[src/rtl/ux607_aon_reload_timer_if.sv]
// ---------------------------------------------------------------------------
// ux607_aon_reload_timer_if
// Control/status bundle between the AON config register bank (master) and
// the reload timer (slave).
//   io_reload   master->slave  WIDTH  reload value (register vector q)
//   io_prescale master->slave  PRE_W  tick every 2**io_prescale clocks
//   io_oneshot  master->slave  1      stop after first expiry
//   io_start    master->slave  1      1-cycle start/restart request
//   io_stop     master->slave  1      1-cycle stop request
//   io_pause    master->slave  1      level pause while running
//   io_irq_clr  master->slave  1      1-cycle clear of sticky irq
//   io_count    slave->master  WIDTH  current count
//   io_busy     slave->master  1      timer not idle
//   io_expire   slave->master  1      1-cycle expiry pulse
//   io_irq      slave->master  1      sticky expiry flag
// ---------------------------------------------------------------------------
interface ux607_aon_reload_timer_if #(
  parameter int WIDTH = 20,
  parameter int PRE_W = 4
);
  logic [WIDTH-1:0] io_reload;
  logic [PRE_W-1:0] io_prescale;
  logic             io_oneshot;
  logic             io_start;
  logic             io_stop;
  logic             io_pause;
  logic             io_irq_clr;
  logic [WIDTH-1:0] io_count;
  logic             io_busy;
  logic             io_expire;
  logic             io_irq;

  modport master (
    output io_reload, io_prescale, io_oneshot, io_start, io_stop, io_pause, io_irq_clr,
    input  io_count, io_busy, io_expire, io_irq
  );

  modport slave (
    input  io_reload, io_prescale, io_oneshot, io_start, io_stop, io_pause, io_irq_clr,
    output io_count, io_busy, io_expire, io_irq
  );
endinterface

[src/rtl/ux607_aon_reload_timer.sv]
// ---------------------------------------------------------------------------
// ux607_aon_reload_timer
// Down-counting reload timer for the always-on cluster. Counts io_reload
// prescaled ticks, then emits a registered 1-cycle expiry pulse and sets a
// sticky interrupt. Periodic mode reloads from io_reload at each wrap;
// one-shot mode returns to idle.
// Ports:
//   clock  in  single clock, all state on rising edge
//   reset  in  asynchronous active-low reset
//   bus    slave modport of ux607_aon_reload_timer_if (controls + status)
// ---------------------------------------------------------------------------
module ux607_aon_reload_timer #(
  parameter int WIDTH = 20,
  parameter int PRE_W = 4
) (
  input  logic                           clock,
  input  logic                           reset,
  ux607_aon_reload_timer_if.slave        bus
);

  // Prescaler must cover the largest divide, 2**(2**PRE_W - 1).
  localparam int PRE_CNT_W = (2 ** PRE_W) - 1;

  typedef enum logic [1:0] {
    ST_IDLE   = 2'd0,
    ST_RUN    = 2'd1,
    ST_PAUSED = 2'd2
  } state_e;

  state_e                 r_state;
  logic [WIDTH-1:0]       r_count;
  logic [PRE_CNT_W-1:0]   r_pre_cnt;
  logic                   r_expire;
  logic                   r_irq;

  state_e                 w_state_nxt;
  logic [WIDTH-1:0]       w_count_nxt;
  logic [PRE_CNT_W-1:0]   w_pre_nxt;
  logic                   w_fire;
  logic [PRE_CNT_W-1:0]   w_mask;
  logic                   w_tick;
  logic                   w_reload_nz;

  // Low io_prescale bits set: mask = 2**io_prescale - 1. Taken live so a
  // prescale change applies immediately without disturbing the prescaler.
  assign w_mask      = ~({PRE_CNT_W{1'b1}} << bus.io_prescale);
  assign w_tick      = (r_state == ST_RUN) && ((r_pre_cnt & w_mask) == w_mask);
  assign w_reload_nz = (bus.io_reload != '0);

  // Next-state / datapath decode, priority: stop, start, then per-state.
  always_comb begin
    // NOTE: every comb output gets a default first so no path infers a latch.
    w_state_nxt = r_state;
    w_count_nxt = r_count;
    w_pre_nxt   = r_pre_cnt;
    w_fire      = 1'b0;

    if (bus.io_stop) begin
      w_state_nxt = ST_IDLE;
      w_count_nxt = '0;
      w_pre_nxt   = '0;
    end else if (bus.io_start && w_reload_nz) begin
      w_state_nxt = ST_RUN;
      w_count_nxt = bus.io_reload;
      w_pre_nxt   = '0;
    end else begin
      unique case (r_state)
        ST_RUN: begin
          if (bus.io_pause) begin
            // Pausing edge consumes no tick and holds the prescaler.
            w_state_nxt = ST_PAUSED;
          end else begin
            w_pre_nxt = r_pre_cnt + 1'b1;
            if (w_tick) begin
              if (r_count != WIDTH'(1)) begin
                w_count_nxt = r_count - 1'b1;
              end else begin
                w_fire = 1'b1;
                if (!bus.io_oneshot && w_reload_nz) begin
                  w_count_nxt = bus.io_reload;
                end else begin
                  w_state_nxt = ST_IDLE;
                  w_count_nxt = '0;
                  w_pre_nxt   = '0;
                end
              end
            end
          end
        end
        ST_PAUSED: begin
          if (!bus.io_pause) w_state_nxt = ST_RUN;
        end
        ST_IDLE: begin
          w_state_nxt = ST_IDLE;
        end
        default: begin
          // Unused encoding recovers to a clean idle.
          w_state_nxt = ST_IDLE;
          w_count_nxt = '0;
          w_pre_nxt   = '0;
        end
      endcase
    end
  end

  always_ff @(posedge clock or negedge reset) begin
    if (!reset) begin
      r_state   <= ST_IDLE;
      r_count   <= '0;
      r_pre_cnt <= '0;
      r_expire  <= 1'b0;
      r_irq     <= 1'b0;
    end else begin
      // NOTE: non-blocking assignments so every register samples pre-edge values.
      r_state   <= w_state_nxt;
      r_count   <= w_count_nxt;
      r_pre_cnt <= w_pre_nxt;
      r_expire  <= w_fire;
      // Set wins over clear both at the expiring edge and while the pulse is
      // presented, so a clear coincident with an expiry never loses it.
      r_irq     <= w_fire | r_expire | (r_irq & ~bus.io_irq_clr);
    end
  end

  assign bus.io_count  = r_count;
  assign bus.io_busy   = (r_state != ST_IDLE);
  assign bus.io_expire = r_expire;
  assign bus.io_irq    = r_irq;

endmodule

[src/flat_wrapper.sv]
// flat-port wrapper written by rule: the top's interface ports become plain ports
module ux607_aon_reload_timer_flat 
#(
  parameter int WIDTH = 20,
  parameter int PRE_W = 4
)
  (clock, reset, bus_io_reload, bus_io_prescale, bus_io_oneshot, bus_io_start, bus_io_stop, bus_io_pause, bus_io_irq_clr, bus_io_count, bus_io_busy, bus_io_expire, bus_io_irq);
  ux607_aon_reload_timer_if #(.WIDTH(WIDTH), .PRE_W(PRE_W)) bus_i ();
  input  logic clock;
  input  logic reset;
  input wire logic [$bits(bus_i.io_reload)-1:0] bus_io_reload;
  input wire logic [$bits(bus_i.io_prescale)-1:0] bus_io_prescale;
  input wire logic [$bits(bus_i.io_oneshot)-1:0] bus_io_oneshot;
  input wire logic [$bits(bus_i.io_start)-1:0] bus_io_start;
  input wire logic [$bits(bus_i.io_stop)-1:0] bus_io_stop;
  input wire logic [$bits(bus_i.io_pause)-1:0] bus_io_pause;
  input wire logic [$bits(bus_i.io_irq_clr)-1:0] bus_io_irq_clr;
  output wire logic [$bits(bus_i.io_count)-1:0] bus_io_count;
  output wire logic [$bits(bus_i.io_busy)-1:0] bus_io_busy;
  output wire logic [$bits(bus_i.io_expire)-1:0] bus_io_expire;
  output wire logic [$bits(bus_i.io_irq)-1:0] bus_io_irq;
  assign bus_i.io_reload = bus_io_reload;
  assign bus_i.io_prescale = bus_io_prescale;
  assign bus_i.io_oneshot = bus_io_oneshot;
  assign bus_i.io_start = bus_io_start;
  assign bus_i.io_stop = bus_io_stop;
  assign bus_i.io_pause = bus_io_pause;
  assign bus_i.io_irq_clr = bus_io_irq_clr;
  assign bus_io_count = bus_i.io_count;
  assign bus_io_busy = bus_i.io_busy;
  assign bus_io_expire = bus_i.io_expire;
  assign bus_io_irq = bus_i.io_irq;
  ux607_aon_reload_timer #(.WIDTH(WIDTH), .PRE_W(PRE_W)) u_core (.clock(clock), .reset(reset), .bus(bus_i));
endmodule
[config.mk]
export PLATFORM = sky130hd
export DESIGN_NAME = ux607_aon_reload_timer_flat
export DESIGN_NICKNAME = d
export VERILOG_FILES = /design/src/rtl/ux607_aon_reload_timer_if.sv /design/src/rtl/ux607_aon_reload_timer.sv /design/src/flat_wrapper.sv
export SDC_FILE = /design/constraint.sdc
export NUM_CORES = 1
export LEC_CHECK = 0
export BUFFER_PORTS_ARGS = -buffer_cell sky130_fd_sc_hd__buf_2
export CORE_AREA = 2 2 74 76
export CTS_BUF_LIST = sky130_fd_sc_hd__clkbuf_4 sky130_fd_sc_hd__clkbuf_8
export DETAILED_ROUTE_END_ITERATION = 7
export DIE_AREA = 0 0 76 78
export PLACE_DENSITY = 0.79
export SETUP_SLACK_MARGIN = 0.1
export SLEW_MARGIN = 0
export SYNTH_ARGS = -nofsm -noshare
export SYNTH_HDL_FRONTEND = slang
export SYNTH_SLANG_ARGS = --single-unit
[constraint.sdc]
create_clock -name clock -period 5.7 [get_ports clock]
set_clock_uncertainty 0.15 [all_clocks]
set_input_delay 0.285 -clock clock [delete_from_list [all_inputs] [get_ports clock]]
set_output_delay 0.285 -clock clock [all_outputs]
set_load 0.01 [all_outputs]
==> results.txt, run 1 <==
----------------------------------------------------
[STA]
  Hold WS ... 117.2 ps
  Setup violation total in the final timing report ... 0
  Max Freq ... 299.2 MHz
  Final Max Slew Viols ... 0
  Number of hold violations in the final report ... 0
  Setup TNS ... 0 ps
  Minimum setup slack in the final design ... 2357 ps
  Worst rel slew slack ... 15.03%
  Post-route minimum period ... 3343 ps
  Fraction of the cycle the final worst path needs ... 58.64%
  RSZ-0062 raised after global routing ... no
  Worst Tran Pin Value ... 1275 ps

[Yosys]
  Async S/R FF share, synth ... 100.0%
  Number of library cell types mapped by synthesis ... 57
  Yosys Warn Count ... 0
  Number of cells produced by synthesis ... 324
  Post-synthesis sequential area ratio ... 36.18%
  Leading post-synthesis cells by instance count ... dfrtp_1, o21ai_0, nand2_1
  Post-synthesis instance area ... 2698 µm²
  Library cell occupying the most area in the post-synthesis netlist ... dfrtp_1
  Post-synthesis area per instance ... 8.326 µm²
  Area contributors post-synth ... dfrtp_1, o21ai_0, nor3_1, nand2_1, a22o_1
  Number of synthesized register bits ... 39
  Syn nets ... 361
  Synth Flop Type ... dfrtp_1
  Area share of the leading cell type in the synthesized netlist ... 36.18%
  Library cell with the highest instance count after synthesis ... dfrtp_1
  Count of flip-flops with a built-in enable after synthesis ... 0

[Critical path]
  Crit. path cell count ... 7
  Most Frequent Cell on Critical Path ... nor2_1
  Sort of element at the end of the critical path ... flop
  Startpoint type of the worst setup path ... flop
  Required time at the worst-slack endpoint ... 5730 ps
  Critical setup path kind ... reg2reg
  Cell family with most CP delay ... simple AND/OR/NAND/NOR gates
  Data arrival time of the critical path ... 3370 ps
  Highest net fanout along the worst path ... 13
  Sequence of cells on the critical path ... nor4_2 -> or4b_1 -> nor2_1 -> o21ai_0 -> o21ai_1 -> nor2_1 -> a22o_1
  Largest incremental delay on the critical path ... 710 ps
  Number of buffer and inverter instances along the worst setup path ... 0
  Standard cell with the maximum stage delay on the critical path ... o21ai_1
  Reg2reg path depth ... 7

[Detailed routing]
  Final wirelength ... 7.036 mm
  Initial DRC Count ... 323
  Final routed wire length divided by cell count ... 15.92 µm
  Count of nets left with antenna violations after detail routing ... 0
  Via count normalized by instance count ... 6.208
  Total iterations of the first detailed-routing run ... 5
  Total DRC errors in the routed layout ... 0
  Via Count ... 2744

[Status]
  Status ... finished clean

[Power]
  Pwr dens ... 211.4 nW/µm²
  Power consumption ... 651.4 µW
  Maximum VDD drop ... 0.1389 mV
  Net switching share of the total power ... 32.27%
  Internal power component ... 441.2 µW
  Clock power share ... 29.7%
  Leakage power of the design ... 1.387 nW
  Net switching power figure ... 210.2 µW
  Fraction of power consumed by sequential logic ... 47.0%
  Comb pwr share ... 23.3%

[Die]
  Std-Cell Core Area ... 5042 µm²
  Row cnt ... 26
  Effective utilization at floorplan ... 53.50%
  Die outline area ... 5928 µm²
  # IOs ... 54
  Width of the die ... 76 µm
  Die Y ... 78 µm

[Layout]
  Fraction of the core area covered by cells at the end of the flow ... 61.12%
  Number of standard cells in the layout, taps in and fillers out ... 442
  Fill cell count ... 459
  Area growth from synthesis to final layout ... 14.24%
  Proportion of layout cells with a drive suffix above 1 ... 19.89%
  Total number of nets in the final design ... 408
  Diode count ... 0
  Summed area of non-filler cells in the final layout ... 3082 µm²

[Placed design]
  Sum of net half-perimeters after detailed placement ... 5.118 mm
  Count of buffers inserted at the top-level ports ... 53
  Pre-CTS setup slack ... 2391 ps
  Routability-driven placement congestion ratio ... 0.8669
  Placed cell areas ... 2983 µm²
  Placed cell count ... 433

[Clocking]
  Root Buffer Master ... clkbuf_8
  Number of gates resized after cts ... 0
  Clock tree from TritonCTS ... done
  Number of buffers added by the clock tree synthesis step ... 5
  Number of levels in the clock H-tree ... 2
  Clk slew on worst S/H paths ... 80 ps
  Worst-Skew Late Latency ... 290 ps
  Clock Sinks ... 39
  Max Buffers Root-to-Sink ... 2

[GRT]
  Total global-route track usage ... 24.15%
  Vias in the first global route ... 2357
  Total overflow reported by the global router ... 0
  Maximum number of pins on one net before global-route repair ... 40
  Number of antenna violations at the first check in global routing ... 0
  First-pass GRT wire length ... 11.70 mm

[Run]
  Max cap viols ... 0

[Worst hold path]
  Hold Path Stages ... 3
  Min-Delay Path Class ... in2reg

----------------------------------------------------
[per-layer routing]
layer | track usage, % | part of all wire [%] | up-vias
met3 | 4.651 | 7.6 | 6
met2 | 36.61 | 45 | 119
met5 | 0 | 0 | -
li1 | - | - | 1321
met4 | 5.636 | 0.90 | 0
met1 | 35.72 | 46 | 1298
[placed cells by master (no fill, tap or decap), drive strengths merged, types with 6 or more instances in the layout]
master | netlist | final
inv | 18 | 18
nor3 | 21 | 21
clkbuf | 6 | 7
ha | 6 | 6
o21ai | 44 | 44
nand3 | 11 | 11
a22o | 10 | 10
and3 | 7 | 7
nor2 | 21 | 21
dfrtp | 39 | 39
nor4 | 13 | 13
a22oi | 9 | 9
nand2 | 26 | 26
buf | 8 | 53
a21oi | 12 | 12
[state kept, by name, indices dropped and copies added, names as in the netlist]
| register | cells |
|---|---|
| u_core.bus.io_count | 20 |
| u_core.r_pre_cnt | 15 |
| u_core.r_state | 2 |
| u_core.bus.io_expire | 1 |
| u_core.bus.io_irq | 1 |
[cell type report]
cell class,count,area [µm²],share of cell area [%]
clock inverter,1,5.005,0.1624
timing repair buffer,54,275.3,8.932
clock buffer,7,83.83,2.720
tap,70,87.58,2.842
sequential,39,975.9,31.67
inverter,18,67.56,2.192
multi-input combinational,253,1587,51.48
[power by group through the flow]
stage          Sequential (mW)  Clock, mW  Combinational, mW
2_1_floorplan            0.313          0             0.0950
3_3_place_gp             0.311          0              0.147
3_5_place_dp             0.311          0              0.149
4_1_cts                  0.306      0.195              0.150
5_1_grt                  0.309      0.208              0.169
6_report                 0.306      0.194              0.152
[worst min-delay path: stages]
cell and delay (ps):
buf_2 90, inv_1 40, a211o_1 100
[timing repair]
action	in CTS	in global routing
buffers inserted	0	0
hold buffers	1	0
hold endpoints to repair	39	0
[logic make-up (layout without fill, tap and decap cells)]
family | Yosys count | in the layout | share of synthesized area [%]
and+or+nand+nor | 129 | 129 | 25.46
adders and majority gates | 6 | 6 | 2.783
AOI/OAI and AO/OA | 110 | 110 | 27.74
buffers and inverters | 32 | 80 | 5.148
xor gates and xnor gates | 7 | 7 | 2.273
DFF | 39 | 39 | 36.18
muxes | 1 | 1 | 0.4174
[path summary, 6_finish.rpt]
check                                   startpoint                     end  slack [ps]
min reg2reg                   u_core.bus.io_expire       u_core.bus.io_irq         320
min                                 bus_io_irq_clr       u_core.bus.io_irq         120
min in group asynchronous                    reset    u_core.r_pre_cnt[10]         500
max                        u_core.bus.io_count[10]     u_core.r_pre_cnt[5]        2360
max reg2reg                u_core.bus.io_count[10]     u_core.r_pre_cnt[5]        2360
max in group asynchronous                    reset  u_core.bus.io_count[9]        4370
(Power assumes the default switching activity.)
==> run 2, diff against run 1 <==
==> constraint.sdc (replaced) <==
create_clock -name clock -period 3.17 [get_ports clock]
set_clock_uncertainty 0.15 [all_clocks]
set_input_delay 0.1585 -clock clock [delete_from_list [all_inputs] [get_ports clock]]
set_output_delay 0.1585 -clock clock [all_outputs]
set_load 0.01 [all_outputs]
==> results.txt, run 2 (synthesized netlist as in run 1, its figures left out) <==
----------------------------------------------------
[Status]
  Status ... finished clean

[Layout]
  Diode count ... 0
  Most common cell after layout, fill and taps aside ... buf_2
  Number of standard cells in the layout, taps in and fillers out ... 453
  Max FFs per register ... 20
  Fill cell count ... 447
  Area growth from synthesis to final layout ... 18.55%
  Total number of nets in the final design ... 419
  Highest-count cells in the layout ignoring fill and taps ... buf_2, dfrtp_1, o21ai_0
  Proportion of layout cells with a drive suffix above 1 ... 21.67%
  Summed area of non-filler cells in the final layout ... 3198 µm²
  Footprint of the multi-input gates ... 1587 µm²
  Register Area ... 975.9 µm²

[GRT]
  First-pass GRT wire length ... 12.21 mm
  Maximum number of pins on one net before global-route repair ... 40
  Total overflow reported by the global router ... 0
  Vias in the first global route ... 2410
  Total global-route track usage ... 25.53%
  Number of antenna violations at the first check in global routing ... 0

[STA]
  Fraction of the cycle the final worst path needs ... 93.49%
  Setup violation total in the final timing report ... 0
  Worst rel slew slack ... 25.02%
  Hold WS ... 14.33 ps
  Max Freq ... 337.4 MHz
  Final Max Slew Viols ... 0
  Setup TNS ... 0 ps
  Post-route minimum period ... 2964 ps
  Worst Tran Pin Value ... 1116 ps
  Number of hold violations in the final report ... 0
  RSZ-0062 raised after global routing ... no

[Worst hold path]
  Endpoint, Worst Hold ... u_core.bus.io_count[11]
  Hold Path Origin ... bus_io_reload[11]
  Min-Delay Path Class ... in2reg
  Hold Path Stages ... 3

[Die]
  Die Y ... 78 µm
  Die outline area ... 5928 µm²
  Effective utilization at floorplan ... 53.50%
  Std-Cell Core Area ... 5042 µm²
  # IOs ... 54
  Row cnt ... 26
  Width of the die ... 76 µm

[Detailed routing]
  Count of nets left with antenna violations after detail routing ... 0
  Final wirelength ... 7.415 mm
  Total DRC errors in the routed layout ... 0
  Via Count ... 2798
  Initial DRC Count ... 401
  Final routed wire length divided by cell count ... 16.37 µm
  Via count normalized by instance count ... 6.177
  Total iterations of the first detailed-routing run ... 5

[Placed design]
  Placed cell count ... 442
  Placed cell areas ... 3050 µm²
  Routability-driven placement congestion ratio ... 0.9133
  Sum of net half-perimeters after detailed placement ... 5.374 mm
  Count of buffers inserted at the top-level ports ... 53

[Clocking]
  Clock Sinks ... 39
  Clk slew on worst S/H paths ... 80 ps
  Worst-Skew Late Latency ... 290 ps
  Number of levels in the clock H-tree ... 2
  Post-CTS Setup Bufs ... 0
  Root Buffer Master ... clkbuf_8
  Number of buffers added by the clock tree synthesis step ... 5
  Max Buffers Root-to-Sink ... 2
  Clock tree from TritonCTS ... done

[Power]
  Maximum VDD drop ... 0.2513 mV
  Power consumption ... 1.281 mW
  Pwr dens ... 400.5 nW/µm²
  Leakage power of the design ... 1.452 nW

[Critical path]
  Sort of element at the end of the critical path ... flop
  Capturing point of the worst reg2reg path ... u_core.bus.io_count[18]
  Setup slack of the worst register-to-register path ... 310 ps
  Critical setup path kind ... in2reg
  Data arrival time of the critical path ... 3050 ps
  Startpoint type of the worst setup path ... primary input
  Highest net fanout along the worst path ... 8
  Reg2reg path depth ... 7
  Launch instance of the worst register-to-register path ... u_core.bus.io_count[10]
  Required time at the worst-slack endpoint ... 3250 ps

[Run]
  Max cap viols ... 0

----------------------------------------------------
run 2: cell types whose count changed in the layout (fill, tap and decap cells not counted), sizes merged:
cell and delta:
bufinv +1, buf +9, dlygate4sd3 +2, clkbuf -1
run 2: worst max-delay path, cell delays in order:
cell,delay (ps)
dlygate4sd3_1,530
buf_2,130
nor4_1,270
nand3_1,210
o21a_1,300
nor3_1,910
nand2b_1,190
o21bai_1,190
a22o_1,150
run 2: area by class of cell:
cell class	count	share of cell area (%)
timing repair buffer	65	11.35
clock buffer	6	2.582
inverter	18	2.113
clock inverter	2	1.095
multi-input combinational	253	49.61
tap	70	2.739
sequential	39	30.52
run 2: power breakdown:
group	internal (mW)	total, mW	switching [mW]	leakage, nW
logic	0.117	0.293	0.177	0.859
clock network	0.255	0.435	0.181	0.0612
registers	0.518	0.552	0.0342	0.532
run 2: worst max path at each step:
stage	startpoint	endpoint	slack, ps	depth (start not counted)
2_1_floorplan	u_core.bus.io_count[10]	u_core.bus.io_count[6]	460	9
3_3_place_gp	u_core.bus.io_count[10]	u_core.bus.io_count[6]	470	8
3_5_place_dp	u_core.bus.io_count[10]	u_core.bus.io_count[18]	440	7
4_1_cts	bus_io_reload[12]	u_core.bus.io_count[15]	320	9
5_1_grt	u_core.bus.io_count[10]	u_core.r_pre_cnt[8]	100	8
6_report	bus_io_reload[12]	u_core.bus.io_count[15]	210	9
run 2: stage by stage:
stage | setup WS, ps | util (%)
2_1_floorplan | 462.9 | -
3_3_place_gp | 474.6 | 60.50
3_5_place_dp | 437.7 | 60.50
4_1_cts | 317.8 | 63.42
5_1_grt | 100.2 | 63.42
6_report | 206.3 | 63.42
run 2: timing repair:
| item | 4_1_cts | 5_1_grt |
|---|---|---|
| gates resized for setup | 0 | 0 |
| hold buffers | 3 | 0 |
| hold endpoints to repair | 41 | 0 |
run 2: metal layers:
layer	track usage, %	share of wire (%)	vias up
li1	-	-	1335
met1	38.65	47	1300
met2	37.68	44	149
met3	4.070	8.3	14
met4	7.273	1.2	0
met5	0	0	-
==> run 3, diff against run 2 <==
==> constraint.sdc (replaced) <==
create_clock -name clock -period 3.2 [get_ports clock]
set_clock_uncertainty 0.15 [all_clocks]
set_input_delay 0.16 -clock clock [delete_from_list [all_inputs] [get_ports clock]]
set_output_delay 0.16 -clock clock [all_outputs]
set_load 0.01 [all_outputs]
==> results.txt, run 3 (synthesized netlist as in run 1, its figures left out) <==
----------------------------------------------------
[GRT]
  Vias in the first global route ... 2549
  First-pass GRT wire length ... 12.41 mm
  Number of antenna violations at the first check in global routing ... 0
  Maximum number of pins on one net before global-route repair ... 40
  Total global-route track usage ... 25.89%
  Total overflow reported by the global router ... 0

[Critical path]
  Sort of element at the end of the critical path ... flop
  Capturing point of the worst reg2reg path ... u_core.bus.io_count[18]
  Reg2reg path depth ... 7
  Required time at the worst-slack endpoint ... 3240 ps
  Standard cell with the maximum stage delay on the critical path ... or4b_1
  Number of buffer and inverter instances along the worst setup path ... 0
  Data arrival time of the critical path ... 2820 ps
  Cell family with most CP delay ... simple AND/OR/NAND/NOR gates
  Setup slack of the worst register-to-register path ... 420 ps
  Highest net fanout along the worst path ... 7
  Critical setup path kind ... reg2reg
  Sequence of cells on the critical path ... nor4_2 -> or4b_1 -> or2_4 -> nand3_1 -> nor2_1 -> a21o_1 -> a22o_1
  Launch instance of the worst register-to-register path ... u_core.bus.io_count[10]
  Startpoint type of the worst setup path ... flop
  Largest incremental delay on the critical path ... 580 ps

[Layout]
  Most common cell after layout, fill and taps aside ... buf_2
  Footprint of the multi-input gates ... 1587 µm²
  Highest-count cells in the layout ignoring fill and taps ... buf_2, dfrtp_1, o21ai_0
  Register Area ... 975.9 µm²
  Area growth from synthesis to final layout ... 16.93%
  Fill cell count ... 475
  Total number of nets in the final design ... 418
  Proportion of layout cells with a drive suffix above 1 ... 21.73%
  Max FFs per register ... 20
  Diode count ... 0

[Power]
  Clock power share ... 28.6%
  Maximum VDD drop ... 0.2214 mV
  Internal power component ... 777.3 µW
  Pwr dens ... 370.8 nW/µm²
  Leakage power of the design ... 1.434 nW
  Comb pwr share ... 24.6%
  Net switching power figure ... 392.3 µW
  Power consumption ... 1.170 mW
  Net switching share of the total power ... 33.54%
  Fraction of power consumed by sequential logic ... 46.8%

[Worst hold path]
  Endpoint, Worst Hold ... u_core.bus.io_count[9]
  Min-Delay Path Class ... in2reg
  Hold Path Origin ... bus_io_reload[9]
  Hold Path Stages ... 3

[Detailed routing]
  Count of nets left with antenna violations after detail routing ... 0
  Initial DRC Count ... 297
  Total DRC errors in the routed layout ... 0
  Via count normalized by instance count ... 6.153
  Final routed wire length divided by cell count ... 16.40 µm
  Total iterations of the first detailed-routing run ... 5
  Via Count ... 2781
  Final wirelength ... 7.415 mm

[STA]
  Max Freq ... 359.9 MHz
  RSZ-0062 raised after global routing ... no
  Fraction of the cycle the final worst path needs ... 86.82%
  Setup TNS ... 0 ps
  Hold WS ... 5.069 ps
  Worst Tran Pin Value ... 1074 ps
  Setup violation total in the final timing report ... 0
  Post-route minimum period ... 2778 ps
  Final Max Slew Viols ... 0
  Number of hold violations in the final report ... 0
  Worst rel slew slack ... 27.84%

[Clocking]
  Post-CTS Setup Bufs ... 0
  Number of buffers added by the clock tree synthesis step ... 5
  # hold bufs at CTS ... 2
  Number of levels in the clock H-tree ... 2
  Worst-Skew Late Latency ... 300 ps
  Clock Sinks ... 39
  Number of gates resized after cts ... 0
  Root Buffer Master ... clkbuf_8
  Clock tree from TritonCTS ... done
  Max Buffers Root-to-Sink ... 2
  Clk slew on worst S/H paths ... 80 ps

[Die]
  Width of the die ... 76 µm
  Die Y ... 78 µm
  # IOs ... 54
  Std-Cell Core Area ... 5042 µm²
  Row cnt ... 26
  Effective utilization at floorplan ... 53.50%
  Die outline area ... 5928 µm²

[Placed design]
  Sum of net half-perimeters after detailed placement ... 5.419 mm
  Routability-driven placement congestion ratio ... 0.9085
  Count of buffers inserted at the top-level ports ... 53

[Status]
  Status ... finished clean

[Run]
  Max cap viols ... 0

----------------------------------------------------
==> run 3: cell types whose count changed in the layout (fill, tap and decap cells not counted) <==
| cell | change |
|---|---|
| clkinv_2 | +2 |
| bufinv_16 | -1 |
| clkbuf_8 | -1 |
| dlygate4sd3_1 | -1 |
==> run 3: power groups by stage <==
stage	registers (mW)	logic [mW]	clock network, mW
2_1_floorplan	0.557	0.169	0
3_3_place_gp	0.554	0.276	0
3_5_place_dp	0.556	0.280	0
4_1_cts	0.546	0.283	0.336
5_1_grt	0.552	0.317	0.364
6_report	0.547	0.288	0.335
==> run 3: how the worst max path moves through the flow <==
stage | startpoint | end | slack [ps] | cells past startpoint
final | u_core.bus.io_count[10] | u_core.bus.io_count[18] | 420 | 7
after global routing | u_core.bus.io_count[10] | u_core.r_pre_cnt[3] | 200 | 8
after CTS | u_core.bus.io_count[10] | u_core.bus.io_count[18] | 440 | 7
after detailed placement | u_core.bus.io_count[10] | u_core.bus.io_count[18] | 460 | 7
after global placement | u_core.bus.io_count[10] | u_core.bus.io_count[18] | 500 | 7
after floorplan | u_core.bus.io_count[10] | u_core.bus.io_count[6] | 490 | 9
==> run 3: area by class of cell <==
cell class | count | share of cell area, %
Sequential cell | 39 | 30.94
Multi-Input combinational cell | 253 | 50.30
Inverter | 18 | 2.142
Tap cell | 70 | 2.777
Clock buffer | 5 | 2.182
Timing Repair Buffer | 64 | 11.19
Clock inverter | 3 | 0.4760
==> run 3: worst min-delay path: cells and delay by family <==
family	cells	cell delay, ps
AOI/OAI and AO/OA	2	160
buffers and inverters	1	100
==> run 3: routing by layer <==
layer | GRT usage (%) | routed length, µm | part of all wire, % | up-vias
met3 | 3.837 | 492 | 6.6 | 15
met5 | 0 | 0 | 0 | -
met1 | 39.11 | 3556 | 48 | 1305
met2 | 38.39 | 3273 | 44 | 121
met4 | 7.636 | 93 | 1.3 | 0
li1 | - | - | - | 1340
==> run 3: metrics by stage <==
stage	area (µm²)	setup slack, ps	util (%)	instances
6_report	3154	421.8	62.56	452
2_1_floorplan	2698	492.9	-	324
5_1_grt	3154	196.7	62.56	452
3_5_place_dp	3050	456.5	60.50	442
4_1_cts	3154	439.3	62.56	452
3_3_place_gp	3050	503.7	60.50	442
